**src/rtl/multicycle_control_unit.sv**
```systemverilog
// Multicycle MIPS control FSM: FETCH/DECODE/EXECUTE/MEM/WB sequencing with memory wait,
// bounded-wait timeout and illegal-opcode reporting. Optional BNE support via MCU_BNE_EN.
module multicycle_control_unit #(
    parameter int unsigned OPCODE_W   = 6,
    parameter int unsigned ALU_OP_W   = 2,
    parameter int unsigned WAIT_LIMIT = 15
) (
    input  logic                clk,
    input  logic                arst_n,
    input  logic [OPCODE_W-1:0] opcode,
    input  logic                zero,
    input  logic                mem_ready,
    output logic                pc_write,
    output logic                pc_write_cond,
    output logic                i_or_d,
    output logic                ir_write,
    output logic                mem_read,
    output logic                mem_write,
    output logic                mem_2_reg,
    output logic                reg_dst,
    output logic                reg_write,
    output logic                alu_src_a,
    output logic [1:0]          alu_src_b,
    output logic [ALU_OP_W-1:0] alu_op,
    output logic [1:0]          pc_source,
    output logic                illegal_op,
    output logic                mem_timeout,
`ifdef MCU_BNE_EN
    output logic                branch_ne,
`endif
    output logic                halted
);

    localparam int unsigned CntW = (WAIT_LIMIT > 0) ? $clog2(WAIT_LIMIT + 1) : 1;
    localparam logic [CntW-1:0] WaitMax = CntW'(WAIT_LIMIT);

    localparam logic [OPCODE_W-1:0] OpRType = OPCODE_W'('h00);
    localparam logic [OPCODE_W-1:0] OpAddi  = OPCODE_W'('h08);
    localparam logic [OPCODE_W-1:0] OpBeq   = OPCODE_W'('h04);
    localparam logic [OPCODE_W-1:0] OpJump  = OPCODE_W'('h02);
    localparam logic [OPCODE_W-1:0] OpLw    = OPCODE_W'('h23);
    localparam logic [OPCODE_W-1:0] OpSw    = OPCODE_W'('h2B);
`ifdef MCU_BNE_EN
    localparam logic [OPCODE_W-1:0] OpBne   = OPCODE_W'('h05);
`endif

    localparam logic [ALU_OP_W-1:0] AluAdd   = ALU_OP_W'(0);
    localparam logic [ALU_OP_W-1:0] AluSub   = ALU_OP_W'(1);
    localparam logic [ALU_OP_W-1:0] AluRType = ALU_OP_W'(2);

    typedef enum logic [3:0] {
        StReset, StFetch, StDecode, StExecR, StRWb, StExecI, StIWb, StMemAddr,
        StMemRd, StMemWb, StMemWr, StBranch, StJump, StHalt, StBranchNe
    } state_e;

    state_e          r_state_q, r_state_d;
    logic [CntW-1:0] r_wait_q, r_wait_d;
    logic            w_waiting;
    logic            w_at_limit;

    // Branch decision is resolved in the datapath.
    logic w_unused_zero;
    assign w_unused_zero = zero;

    assign w_waiting  = r_state_q inside {StFetch, StMemRd, StMemWr};
    assign w_at_limit = (WAIT_LIMIT != 0) && (r_wait_q == WaitMax);

    always_ff @(posedge clk or negedge arst_n) begin
        if (!arst_n) begin
            r_state_q <= StReset;
            r_wait_q  <= '0;
        end else begin
            r_state_q <= r_state_d;
            r_wait_q  <= r_wait_d;
        end
    end

    // Any state change clears the counter; only wait states ever hold with mem_ready=0.
    always_comb begin
        r_wait_d = r_wait_q;
        if (r_state_d != r_state_q) begin
            r_wait_d = '0;
        end else if (w_waiting && !mem_ready && (r_wait_q != {CntW{1'b1}})) begin
            r_wait_d = r_wait_q + CntW'(1);
        end
    end

    always_comb begin
        r_state_d     = r_state_q;
        pc_write      = 1'b0;
        pc_write_cond = 1'b0;
        i_or_d        = 1'b0;
        ir_write      = 1'b0;
        mem_read      = 1'b0;
        mem_write     = 1'b0;
        mem_2_reg     = 1'b0;
        reg_dst       = 1'b0;
        reg_write     = 1'b0;
        alu_src_a     = 1'b0;
        alu_src_b     = 2'd0;
        alu_op        = AluAdd;
        pc_source     = 2'd0;
        illegal_op    = 1'b0;
        mem_timeout   = 1'b0;
        halted        = 1'b0;
`ifdef MCU_BNE_EN
        branch_ne     = 1'b0;
`endif
        case (r_state_q)
            StReset: r_state_d = StFetch;
            StFetch: begin
                mem_read  = 1'b1;
                alu_src_b = 2'd1;
                if (mem_ready) begin
                    ir_write  = 1'b1;
                    pc_write  = 1'b1;
                    r_state_d = StDecode;
                end else if (w_at_limit) begin
                    mem_timeout = 1'b1;
                    r_state_d   = StHalt;
                end
            end
            StDecode: begin
                alu_src_b = 2'd3;
                case (opcode)
                    OpRType:    r_state_d = StExecR;
                    OpAddi:     r_state_d = StExecI;
                    OpBeq:      r_state_d = StBranch;
                    OpJump:     r_state_d = StJump;
                    OpLw, OpSw: r_state_d = StMemAddr;
`ifdef MCU_BNE_EN
                    OpBne:      r_state_d = StBranchNe;
`endif
                    default: begin
                        illegal_op = 1'b1;
                        r_state_d  = StFetch;
                    end
                endcase
            end
            StExecR: begin
                alu_src_a = 1'b1;
                alu_op    = AluRType;
                r_state_d = StRWb;
            end
            StRWb: begin
                reg_dst   = 1'b1;
                reg_write = 1'b1;
                r_state_d = StFetch;
            end
            StExecI: begin
                alu_src_a = 1'b1;
                alu_src_b = 2'd2;
                r_state_d = StIWb;
            end
            StIWb: begin
                reg_write = 1'b1;
                r_state_d = StFetch;
            end
            StMemAddr: begin
                alu_src_a = 1'b1;
                alu_src_b = 2'd2;
                r_state_d = (opcode == OpLw) ? StMemRd : StMemWr;
            end
            StMemRd: begin
                mem_read = 1'b1;
                i_or_d   = 1'b1;
                if (mem_ready) begin
                    r_state_d = StMemWb;
                end else if (w_at_limit) begin
                    mem_timeout = 1'b1;
                    r_state_d   = StHalt;
                end
            end
            StMemWb: begin
                reg_write = 1'b1;
                mem_2_reg = 1'b1;
                r_state_d = StFetch;
            end
            StMemWr: begin
                mem_write = 1'b1;
                i_or_d    = 1'b1;
                if (mem_ready) begin
                    r_state_d = StFetch;
                end else if (w_at_limit) begin
                    mem_timeout = 1'b1;
                    r_state_d   = StHalt;
                end
            end
            StBranch: begin
                alu_src_a     = 1'b1;
                alu_op        = AluSub;
                pc_source     = 2'd1;
                pc_write_cond = 1'b1;
                r_state_d     = StFetch;
            end
`ifdef MCU_BNE_EN
            StBranchNe: begin
                alu_src_a     = 1'b1;
                alu_op        = AluSub;
                pc_source     = 2'd1;
                pc_write_cond = 1'b1;
                branch_ne     = 1'b1;
                r_state_d     = StFetch;
            end
`endif
            StJump: begin
                pc_write  = 1'b1;
                pc_source = 2'd2;
                r_state_d = StFetch;
            end
            StHalt: halted = 1'b1;
            default: r_state_d = StFetch;
        endcase
    end

endmodule

```
**config.mk**
```make
export PLATFORM = sky130hd
export DESIGN_NAME = multicycle_control_unit
export DESIGN_NICKNAME = d
export VERILOG_FILES = /design/src/rtl/multicycle_control_unit.sv
export SDC_FILE = /design/constraint.sdc
export NUM_CORES = 1
export LEC_CHECK = 0
export ABC_AREA = 1
export BUFFER_PORTS_ARGS = -buffer_cell sky130_fd_sc_hd__buf_2
export CAP_MARGIN = 25
export CORE_AREA = 2 2 45 47
export CTS_CLUSTER_SIZE = 8
export DETAILED_ROUTE_END_ITERATION = 16
export DIE_AREA = 0 0 47 49
export PLACE_DENSITY = 0.86
export REMOVE_ABC_BUFFERS = 1
export SYNTH_ARGS = -nofsm -noshare
export SYNTH_HDL_FRONTEND = slang
export SYNTH_SLANG_ARGS = --single-unit
```
**constraint.sdc**
```tcl
create_clock -name clk -period 1.95 [get_ports clk]
set_clock_uncertainty 0.15 [all_clocks]
set_input_delay 0.0975 -clock clk [delete_from_list [all_inputs] [get_ports clk]]
set_output_delay 0.0975 -clock clk [all_outputs]
set_load 0.05 [all_outputs]
```
==> flow_metrics.env <==
export IMPL_fin_crit_ns=1.863
export IMPL_gp_congestion=0.9070
export IMPL_vias=990
export IMPL_synthCells=139
export IMPL_cts_buffer_depth=2
export IMPL_yosysWarnings=0
export IMPL_cp_max_fo=5
export IMPL_via_per_inst=5.077
export IMPL_whs_ns=0.06827
export IMPL_slew_violations=0
export IMPL_timing_worst_setup_path_type="reg2out"
export IMPL_crit_path_start_kind="flop"
export IMPL_ant_nets=0
export IMPL_worstPathRequired_ns=1.70
export IMPL_maxSlewHeadroom=0.8239
export IMPL_grt_max_degree=9
export IMPL_ir_drop_mv=0.8337
export IMPL_status="completed"
export IMPL_place_hpwl_um=1810
export IMPL_seq_area_um2=202.7
export IMPL_worstMarginPinSlew_ns=0.2641
export IMPL_max_freq_mhz=536.9
export IMPL_p_per_area_nw_per_um2=1769
export IMPL_htree_levels=1
export IMPL_postCtsSetupBuffers=0
export IMPL_ys_async_sr_fraction=1.000
export IMPL_ys_seq_elements=8
export IMPL_num_antenna_cells=0
export IMPL_cts_tree="yes"
export IMPL_synth_main_ff_cell="dfrtp_1"
export IMPL_drtIter0Drc=30
export IMPL_avgRoutedWirePerCell_um=11.11
export IMPL_multi_input_area_um2=559.3
export IMPL_nets=181
export IMPL_worstSkewPairLatency_ns=0.25
export IMPL_io_pin_count=29
export IMPL_n_fill_cell=189
export IMPL_yosysSeqAreaShare=0.2367
export IMPL_initial_core_util=0.4592
export IMPL_hp_class="in2async"
export IMPL_fin_util=0.5632
export IMPL_hold_violations=0
export IMPL_drc=0
export IMPL_synth_avg_cell_area_um2=6.085
export IMPL_synthDistinctLibCells=20
export IMPL_overflow=0
export IMPL_track_usage=0.2059
export IMPL_die_h_um=49
export IMPL_total_leakage_power_nw=0.5939
export IMPL_maxCapViolCount=0
export IMPL_cts_sink_count=8
export IMPL_rsz0062_at_grt="no"
export IMPL_cts_root_buffer_cell="clkbuf_4"
export IMPL_drtPass1Iterations=5
export IMPL_arrival_ns=1.62
export IMPL_synth_edf_count=0
export IMPL_grt_pass1_wl_um=3532
export IMPL_wirelength_um=2166
export IMPL_layout_worst_path_cycle_share=0.9552
export IMPL_coreArea_um2=1842
export IMPL_area_delta_synth_final_pct=22.63
export IMPL_io_buffer_count=27
export IMPL_cts_made_buffers=3
export IMPL_synth_area_um2=845.8
export IMPL_std_cell_rows=16
export IMPL_drive_above_1_share=0.3274
export IMPL_grt_pass1_vias=853
export IMPL_dieArea_um2=2303
export IMPL_path_clk_slew_ns=0.05
export IMPL_antenna_found_initial=0
export IMPL_worstSetupEndpointType="primary output"
export IMPL_chipWidth_um=47
export IMPL_layout_commonest_cell="nand2_1"
export IMPL_setup_viol=0
export IMPL_final_cell_mix="nand2_1, nor2_1, buf_2"
[synth_stat cells (2+ instances only)]
cell | n | area (um2)
nand2_2 | 6 | 37.54
inv_2 | 5 | 18.77
nor2_1 | 29 | 108.9
nand4_1 | 3 | 18.77
nor2_4 | 5 | 56.30
nor2_2 | 5 | 31.28
o22ai_1 | 2 | 12.51
dfrtp_1 | 8 | 200.2
o21ai_0 | 2 | 10.01
xor2_1 | 3 | 26.28
buf_4 | 3 | 22.52
nand3_1 | 16 | 80.08
nand2_1 | 34 | 127.6
inv_1 | 12 | 45.04
[metal layers]
layer / vias to the layer above / track usage / part of all wire
li1: 498 / - / -
met1: 444 / 0.2535 / 0.44
met2: 44 / 0.3539 / 0.50
met3: 4 / 0.03704 / 0.051
met4: 0 / 0.05556 / 0.018
met5: - / 0 / 0
[sequential cells by signal (all words and copies together), names as in the netlist]
register and flops:
r_wait_q 4, r_state_q 4
[worst max-delay path, stage by stage, from the launching register on]
cell and delay (ns):
dfrtp_1 0.45, inv_2 0.14, nand2_1 0.12, nor2_2 0.21, nor2_4 0.07, nor2_4 0.13
clkbuf_4 0.25
[what timing repair did]
action	in CTS	in global routing
hold endpoints to repair	8	0
endpoints found under the setup margin	0	4
hold buffers	1	0
gates resized for setup	0	3
[area by class of cell]
class / count / area share
well taps: 27 / 0.03257
inverters: 17 / 0.06152
repair buffers: 29 / 0.1496
clock buffers: 3 / 0.02171
multi-input cells: 111 / 0.5392
flip-flops and latches: 8 / 0.1954
[through the flow]
stage               std cells  total power [W]  TNS (ns)  setup slack (ns)  cell area [um2]
floorplan                 136         0.001400    -3.314           -0.8213            823.3
global placement          191         0.001663         0            0.2382            999.7
detailed placement        191         0.001704         0            0.1582            999.7
CTS                       195         0.001831         0           0.02212             1032
global route              195         0.001965         0          0.008939             1037
finish                    195         0.001835         0           0.08746             1037
[power breakdown]
| group | switching (W) | internal, W | total, W |
|---|---|---|---|
| registers | 0.0000906 | 0.000221 | 0.000312 |
| logic | 0.00104 | 0.000364 | 0.00140 |
| clock network | 0.0000507 | 0.0000700 | 0.000121 |
| total | 0.00118 | 0.000655 | 0.00183 |
[logic make-up (layout without fill, tap and decap cells)]
family,count (synthesis),after routing,share of synthesized area
and+or+nand+nor,99,99,0.5562
xor gates and xnor gates,3,3,0.03107
DFF,8,8,0.2367
buffers and inverters,20,49,0.1021
AOI/OAI and AO/OA,8,8,0.05916
adders and majority gates,1,1,0.01479
[worst paths after layout]
path	startpoint	to	slack, ns	depth (start not counted)
max in group asynchronous	arst_n	r_state_q[0]	1.40	2
min in group clk	opcode[3]	r_state_q[1]	0.09	4
setup reg to reg	r_state_q[2]	r_wait_q[3]	0.17	10
hold / removal	arst_n	r_wait_q[0]	0.07	2
setup / recovery	r_state_q[2]	mem_timeout	0.09	6
hold reg to reg	r_wait_q[1]	r_wait_q[1]	0.40	1
(Power assumes the default switching activity.)
